`src/rtl/rv_exec_pkg.sv`:
```
// Shared types, encodings and instruction decode for the rv_exec_core execute slice.
// The MUL encoding is only decoded as legal when RV_EXEC_MUL_EN is defined.
package rv_exec_pkg;

    localparam logic [6:0] OPC_OP    = 7'b0110011;
    localparam logic [6:0] OPC_OPIMM = 7'b0010011;

    localparam logic [6:0] F7_BASE   = 7'b0000000;
    localparam logic [6:0] F7_ALT    = 7'b0100000;
    localparam logic [6:0] F7_MULDIV = 7'b0000001;

    localparam logic [2:0] F3_ADD  = 3'b000;
    localparam logic [2:0] F3_SLL  = 3'b001;
    localparam logic [2:0] F3_SLT  = 3'b010;
    localparam logic [2:0] F3_SLTU = 3'b011;
    localparam logic [2:0] F3_XOR  = 3'b100;
    localparam logic [2:0] F3_SR   = 3'b101;
    localparam logic [2:0] F3_OR   = 3'b110;
    localparam logic [2:0] F3_AND  = 3'b111;

    typedef enum logic [3:0] {
        ALU_ADD, ALU_SUB, ALU_SLL, ALU_SLT, ALU_SLTU, ALU_XOR,
        ALU_SRL, ALU_SRA, ALU_OR, ALU_AND, ALU_MUL
    } alu_op_t;

    typedef enum logic [1:0] {
        IDLE, DECODE, EXEC, WB
    } state_t;

    typedef struct packed {
        alu_op_t op;
        logic    ill;
        logic    use_imm;
    } dec_t;

    // Map opcode/funct fields to an ALU op; anything unrecognised is flagged illegal.
    function automatic dec_t decode(input logic [6:0] opc, input logic [2:0] f3,
                                    input logic [6:0] f7);
        dec_t d;
        d.op      = ALU_ADD;
        d.ill     = 1'b1;
        d.use_imm = 1'b0;
        if (opc == OPC_OP) begin
            if (f7 == F7_BASE) begin
                d.ill = 1'b0;
                case (f3)
                    F3_ADD:  d.op = ALU_ADD;
                    F3_SLL:  d.op = ALU_SLL;
                    F3_SLT:  d.op = ALU_SLT;
                    F3_SLTU: d.op = ALU_SLTU;
                    F3_XOR:  d.op = ALU_XOR;
                    F3_SR:   d.op = ALU_SRL;
                    F3_OR:   d.op = ALU_OR;
                    default: d.op = ALU_AND;
                endcase
            end else if (f7 == F7_ALT && f3 == F3_ADD) begin
                d.ill = 1'b0;
                d.op  = ALU_SUB;
            end else if (f7 == F7_ALT && f3 == F3_SR) begin
                d.ill = 1'b0;
                d.op  = ALU_SRA;
            end
`ifdef RV_EXEC_MUL_EN
            else if (f7 == F7_MULDIV && f3 == F3_ADD) begin
                d.ill = 1'b0;
                d.op  = ALU_MUL;
            end
`endif
        end else if (opc == OPC_OPIMM) begin
            d.use_imm = 1'b1;
            d.ill     = 1'b0;
            case (f3)
                F3_ADD:  d.op = ALU_ADD;
                F3_SLL:  begin d.op = ALU_SLL; d.ill = (f7 != F7_BASE); end
                F3_SLT:  d.op = ALU_SLT;
                F3_SLTU: d.op = ALU_SLTU;
                F3_XOR:  d.op = ALU_XOR;
                F3_SR:   begin
                    d.op  = (f7 == F7_ALT) ? ALU_SRA : ALU_SRL;
                    d.ill = !(f7 == F7_BASE || f7 == F7_ALT);
                end
                F3_OR:   d.op = ALU_OR;
                default: d.op = ALU_AND;
            endcase
        end
        return d;
    endfunction

endpackage

```
`src/rtl/rv_regfile.sv`:
```
// Architectural register file: two combinational read ports, one synchronous write port.
// x0 reads as zero and ignores writes; indices at or above NREGS read as zero.
module rv_regfile #(
    parameter int unsigned XLEN  = 32,
    parameter int unsigned NREGS = 32
) (
    input  logic            clk,
    input  logic            reset_n,
    input  logic [4:0]      raddr1,
    input  logic [4:0]      raddr2,
    output logic [XLEN-1:0] rdata1,
    output logic [XLEN-1:0] rdata2,
    input  logic            we,
    input  logic [4:0]      waddr,
    input  logic [XLEN-1:0] wdata
);

    localparam int unsigned IDX_W = $clog2(NREGS);

    logic [XLEN-1:0] regs [NREGS];

    assign rdata1 = (raddr1 == 5'd0 || 32'(raddr1) >= NREGS) ? '0 : regs[raddr1[IDX_W-1:0]];
    assign rdata2 = (raddr2 == 5'd0 || 32'(raddr2) >= NREGS) ? '0 : regs[raddr2[IDX_W-1:0]];

    always_ff @(posedge clk or negedge reset_n) begin
        if (!reset_n) begin
            for (int i = 0; i < int'(NREGS); i++) regs[i] <= '0;
        end else if (we && waddr != 5'd0 && 32'(waddr) < NREGS) begin
            regs[waddr[IDX_W-1:0]] <= wdata;
        end
    end

endmodule

```
`src/rtl/rv_exec_core.sv`:
```
// Multi-cycle RV32I integer execute core: IDLE -> DECODE -> EXEC -> WB, one instruction per 4 cycles.
// Optional RV_EXEC_MUL_EN macro enables the single-cycle MUL encoding.
module rv_exec_core
    import rv_exec_pkg::*;
#(
    parameter int unsigned XLEN  = 32,
    parameter int unsigned NREGS = 32,
    parameter int unsigned CNT_W = 32
) (
    input  logic             clk,
    input  logic             reset_n,
    input  logic             instr_valid,
    input  logic [31:0]      instr,
    output logic             instr_ready,
    output logic             result_valid,
    output logic [XLEN-1:0]  result,
    output logic [4:0]       result_rd,
    output logic             illegal,
    output logic [CNT_W-1:0] retired
);

    state_t          state, state_nxt;
    logic            accept, wr_en;
    logic [31:0]     instr_q;
    logic [XLEN-1:0] op1_q, op2_q, rs1_data, rs2_data, imm_ext;
    alu_op_t         op_q;
    logic            ill_q;
    logic [4:0]      rd_q;
    dec_t            dec;
    logic            reg_bad;

    assign dec     = decode(instr_q[6:0], instr_q[14:12], instr_q[31:25]);
    assign imm_ext = {{(XLEN-12){instr_q[31]}}, instr_q[31:20]};
    assign reg_bad = (32'(instr_q[19:15]) >= NREGS) || (32'(instr_q[11:7]) >= NREGS) ||
                     (!dec.use_imm && 32'(instr_q[24:20]) >= NREGS);

    function automatic logic [XLEN-1:0] alu(input alu_op_t op, input logic [XLEN-1:0] a,
                                            input logic [XLEN-1:0] b);
        logic [4:0] sh;
        sh = b[4:0];
        case (op)
            ALU_ADD:  return a + b;
            ALU_SUB:  return a - b;
            ALU_SLL:  return a << sh;
            ALU_SLT:  return XLEN'($signed(a) < $signed(b));
            ALU_SLTU: return XLEN'(a < b);
            ALU_XOR:  return a ^ b;
            ALU_SRL:  return a >> sh;
            ALU_SRA:  return XLEN'($signed(a) >>> sh);
            ALU_OR:   return a | b;
            ALU_AND:  return a & b;
`ifdef RV_EXEC_MUL_EN
            ALU_MUL:  return a * b;
`endif
            default:  return '0;
        endcase
    endfunction

    rv_regfile #(.XLEN(XLEN), .NREGS(NREGS)) u_regfile (
        .clk     (clk),
        .reset_n (reset_n),
        .raddr1  (instr_q[19:15]),
        .raddr2  (instr_q[24:20]),
        .rdata1  (rs1_data),
        .rdata2  (rs2_data),
        .we      (wr_en),
        .waddr   (rd_q),
        .wdata   (result)
    );

    always_ff @(posedge clk or negedge reset_n) begin
        if (!reset_n) state <= IDLE;
        else          state <= state_nxt;
    end

    // Next state plus the handshake and register-write strobes.
    always_comb begin
        state_nxt = state;
        accept    = 1'b0;
        wr_en     = 1'b0;
        case (state)
            IDLE: begin
                if (instr_valid) begin
                    accept    = 1'b1;
                    state_nxt = DECODE;
                end
            end
            DECODE: state_nxt = EXEC;
            EXEC:   state_nxt = WB;
            WB: begin
                state_nxt = IDLE;
                wr_en     = !ill_q && rd_q != 5'd0;
            end
            default: state_nxt = IDLE;
        endcase
    end

    // Datapath and registered outputs; result doubles as the write-back data.
    always_ff @(posedge clk or negedge reset_n) begin
        if (!reset_n) begin
            instr_q      <= '0;
            op1_q        <= '0;
            op2_q        <= '0;
            op_q         <= ALU_ADD;
            ill_q        <= 1'b0;
            rd_q         <= '0;
            instr_ready  <= 1'b1;
            result_valid <= 1'b0;
            result       <= '0;
            result_rd    <= '0;
            illegal      <= 1'b0;
            retired      <= '0;
        end else begin
            instr_ready  <= (state_nxt == IDLE);
            result_valid <= (state_nxt == WB);
            illegal      <= (state_nxt == WB) && ill_q;
            if (accept) instr_q <= instr;
            if (state == DECODE) begin
                op1_q <= rs1_data;
                op2_q <= dec.use_imm ? imm_ext : rs2_data;
                op_q  <= dec.op;
                ill_q <= dec.ill || reg_bad;
                rd_q  <= instr_q[11:7];
            end
            if (state == EXEC) begin
                result    <= ill_q ? '0 : alu(op_q, op1_q, op2_q);
                result_rd <= rd_q;
            end
            if (state == WB && !ill_q) retired <= retired + CNT_W'(1);
        end
    end

endmodule

```
`config.mk`:
```
export PLATFORM = sky130hd
export DESIGN_NAME = rv_exec_core
export DESIGN_NICKNAME = d
export VERILOG_FILES = /design/src/rtl/rv_exec_pkg.sv /design/src/rtl/rv_regfile.sv /design/src/rtl/rv_exec_core.sv
export SDC_FILE = /design/constraint.sdc
export NUM_CORES = 2
export LEC_CHECK = 0
export CAP_MARGIN = 5
export CORE_UTILIZATION = 58
export CTS_BUF_LIST = sky130_fd_sc_hd__clkbuf_16
export CTS_CLUSTER_DIAMETER = 40
export DETAILED_ROUTE_END_ITERATION = 16
export GPL_ROUTABILITY_DRIVEN = 0
export PLACE_DENSITY = 0.88
export SYNTH_ARGS = -nofsm -noshare
export SYNTH_HDL_FRONTEND = slang
export SYNTH_SLANG_ARGS = --single-unit
export TNS_END_PERCENT = 20
```
`constraint.sdc`:
```
create_clock -name clk -period 3.24 [get_ports clk]
set_input_delay 0.81 -clock clk [delete_from_list [all_inputs] [get_ports clk]]
set_output_delay 0.81 -clock clk [all_outputs]
set_load 0.02 [all_outputs]
```
==> impl_results.md <==
* Setup violations, final at 2
* Worst Hold Class: flop to flop
* Worst R2R End: result[30]$_DFFE_PN0P_
* Maximum vdd drop at 0.4691 mV
* Hold Path Stages at 0
* Number of max-cap violations at 0
* Die Y at 347.6 um
* Bufs on Longest Clock Path at 3
* Largest net degree at the start of global routing at 91
* FF-to-FF Start: op2_q[0]$_DFFE_PN0N_
* Power per Cell Area at 643.8 nW/um^2
* Hpwl dp at 143.2 mm
* Cell area after synthesis at 69260 sq um
* Unrepaired setup endpoints after global routing: true
* Internal reg-to-reg setup slack at -40 ps
* DRC at 0
* Final net count at 5437
* Final instance count without filler cells at 6954
* Startpoint types: flop
* Seq cells post-synth at 1204
* Failing checks: negative setup slack
* Relative slew slack at 0.2647
* Hold_sp: u_regfile.regs[996]$_DFFE_PN0P_
* Yosys warnings at 0
* DRT iter0 DRCs at 9232
* WL final at 242.3 mm
* Global-route wire length before repair at 360.6 mm
* Die Wd at 347.6 um
* FF-to-FF path depth at 13
* Antenna viol nets, final at 0
* CTS tree: yes
* Worst Tran Pin Value at 1103 ps
* Place WS at -37.11 ps
* Critical path fanouts, max at 4
* Final Worst Setup Slack at -43.00 ps
* Most frequent cells in the layout: 1189 x dfrtp_1, 935 x mux2_2, 612 x mux4_2
* Hold Violations, Final at 0
* Vias in the first global route at 55640
* CORE AREA at 118200 sq um
* Die area at 120800 sq um
* Status: complete, but fails checks
* Starting Density at 0.5858
* Clk slew on worst S/H paths at 60 ps
* Final Skew at 49.22 ps
* Placed cell count at 6680
* Peak Freq at 304.6 MHz
* I/O Buffers at 106
* Via Count at 53810
* CP arrival at 3910 ps
* Period utilisation layout at 1.013
* Synth async-reset ratio at 1.000
* Synth cell types at 93
* Seq/Total Area, Yosys at 0.4350
* Grt ovf at 0
* Hold EP: u_regfile.regs[996]$_DFFE_PN0P_
* CTS HTree Levels at 4
* Leakage at 35.60 nW
* CTS Sinks at 1204
* Crit path kind: flop to flop
* Vias/cell at 7.738
* Final min period at 3283 ps
* Fillers at 7170
* Num ports at 107
* DR pass1 iterations at 13
* Crit path top cell by count: a21oi_2
* Num rows at 126
* Commonest non-fill, non-tap cell in the layout: dfrtp_1
* Share of cells above drive strength 1 at 0.4149
* Final core utilization at 0.6682
* WP data required at 3860 ps
* Max Slew Vio Count at 0
* Clk Latency, worst-skew pair at 820 ps
* Gate Count Post-Synth at 5210
* Wirelength per Cell at 34.84 um
* Number of synthesized flops with an enable pin at 0
* Worst Setup End Kind: flop
* Root Buffer: clkbuf_16
* Crit-path cells: ha_1, inv_1, fa_1, nand2b_1, a21oi_2, o21a_1, o2111ai_2, a2111oi_4, o21ai_2, o211ai_2, xnor2_1, a21oi_2, a32oi_2
* Highest cell delay on the worst timing path at 510 ps
* Area Overhead vs Synth at 14.07%
* Top_reg_cell synth: dfrtp_1
* Initial antenna violation count at 15
* Final hold slack at 384.7 ps
* Syn_nets at 5352
* GRT Total Usage at 0.4034
* Num CTS Buffers at 145
* Mean Syn Cell Area at 13.29 sq um
* CP max-delay cell: dfrtp_4
==> registers in the layout, indices dropped and copies added (netlist names), 4 cells and up <==
register        cells
rd_q                5
op1_q              32
result             32
result_rd           5
retired            32
instr_q            32
u_regfile.regs   1024
op2_q              32
op_q                4
==> how the worst max path moves through the flow <==
stage	from	slack (ps)	to	cells after the start
3_3_place_gp	op2_q[2]$_DFFE_PN0N_	20	result[5]$_DFFE_PN0P_	10
4_1_cts	op2_q[0]$_DFFE_PN0N_	10	result[28]$_DFFE_PN0P_	13
2_1_floorplan	op2_q[2]$_DFFE_PN0N_	-4	result[24]$_DFFE_PN0P_	16
5_1_grt	op2_q[0]$_DFFE_PN0N_	-100	result[30]$_DFFE_PN0P_	13
3_5_place_dp	op2_q[0]$_DFFE_PN0N_	-40	result[5]$_DFFE_PN0P_	11
6_report	op2_q[0]$_DFFE_PN0N_	-40	result[30]$_DFFE_PN0P_	13
==> final cells by class <==
type	count	area (sq um)	share of cell area
Antenna cell	4	10.01	0.0001267
Clock buffer	148	3704	0.04688
Clock inverter	118	1055	0.01335
Inverter	105	396.6	0.005020
Multi-Input combinational cell	3370	36870	0.4667
Sequential cell	1204	30170	0.3819
Tap cell	1536	1922	0.02432
Timing Repair Buffer	469	4878	0.06175
==> cell families after synthesis <==
family | share of synthesized area
multiplexers | 0.3873
XOR/XNOR | 0.006449
adder cells (fa/ha/maj) | 0.01955
AND/OR/NAND/NOR | 0.04327
flip-flops | 0.4350
buffers and inverters | 0.03777
AO/OA/AOI/OAI | 0.07063
==> where the power goes <==
part / switching [mW] / internal [mW] / leakage [nW]
clock: 7.11 / 9.25 / 2.35
combinational: 10.5 / 6.96 / 16.6
sequential: 1.49 / 15.6 / 16.7
total: 19.1 / 31.8 / 35.6
==> what timing repair did <==
item / 4_1_cts / 5_1_grt
pin swaps: 0 / 12
hold buffers: 1 / 0
endpoints found under the hold margin: 50 / 0
endpoints found under the setup margin: 2 / 31
buffers inserted: 0 / 3
gates resized for setup: 5 / 27
==> synth_stat cells (20+ instances only) <==
cell type     n  area share
a221oi_1     49      0.0062
nor2_1      242       0.013
buf_2       114      0.0082
a21o_1       20      0.0022
ha_1        105       0.019
dfrtp_1    1203        0.43
mux2i_1     168       0.024
nand3_1      39      0.0028
mux2_2      935        0.15
o22ai_1      66      0.0060
nor3_1       32      0.0023
mux4_2      612        0.20
o22a_1       24      0.0030
a21oi_1     167       0.012
nand4_1      23      0.0021
xnor2_1      39      0.0049
mux2_1       74       0.012
o211ai_1     31      0.0034
buf_1        39      0.0021
clkbuf_1    360       0.020
nand2_1     241       0.013
inv_1        99      0.0054
o21ai_0     199       0.014
==> stage by stage <==
| step | TNS (ps) | total power [mW] | area (sq um) |
|---|---|---|---|
| 2_1_floorplan | -3.863 | 27.00 | 69270 |
| 3_3_place_gp | 0 | 33.43 | 74040 |
| 3_5_place_dp | -37.11 | 33.68 | 74040 |
| 4_1_cts | 0 | 50.00 | 78830 |
| 5_1_grt | -186.0 | 51.90 | 79000 |
| 6_report | -67.73 | 50.87 | 79010 |
==> layer usage <==
metal  part of all wire  vias to the layer above  routed length [um]  global-route usage
li1                   -                    20030                   -                   -
met1               0.32                    26760               76940              0.4732
met2               0.43                     5178              105200              0.5856
met3               0.15                     1818               36590              0.1739
met4              0.096                       22               23180              0.3082
met5             0.0016                        -                 376             0.01281
==> worst max-delay path: cells and delay by family (launching register included) <==
family | cells | cell delay, ps
adders and majority gates | 2 | 430
xor gates and xnor gates | 1 | 110
AOI/OAI and AO/OA | 8 | 1880
buffers and inverters | 1 | 90
and+or+nand+nor | 1 | 90
DFF | 1 | 510
(Power assumes the default switching activity.)
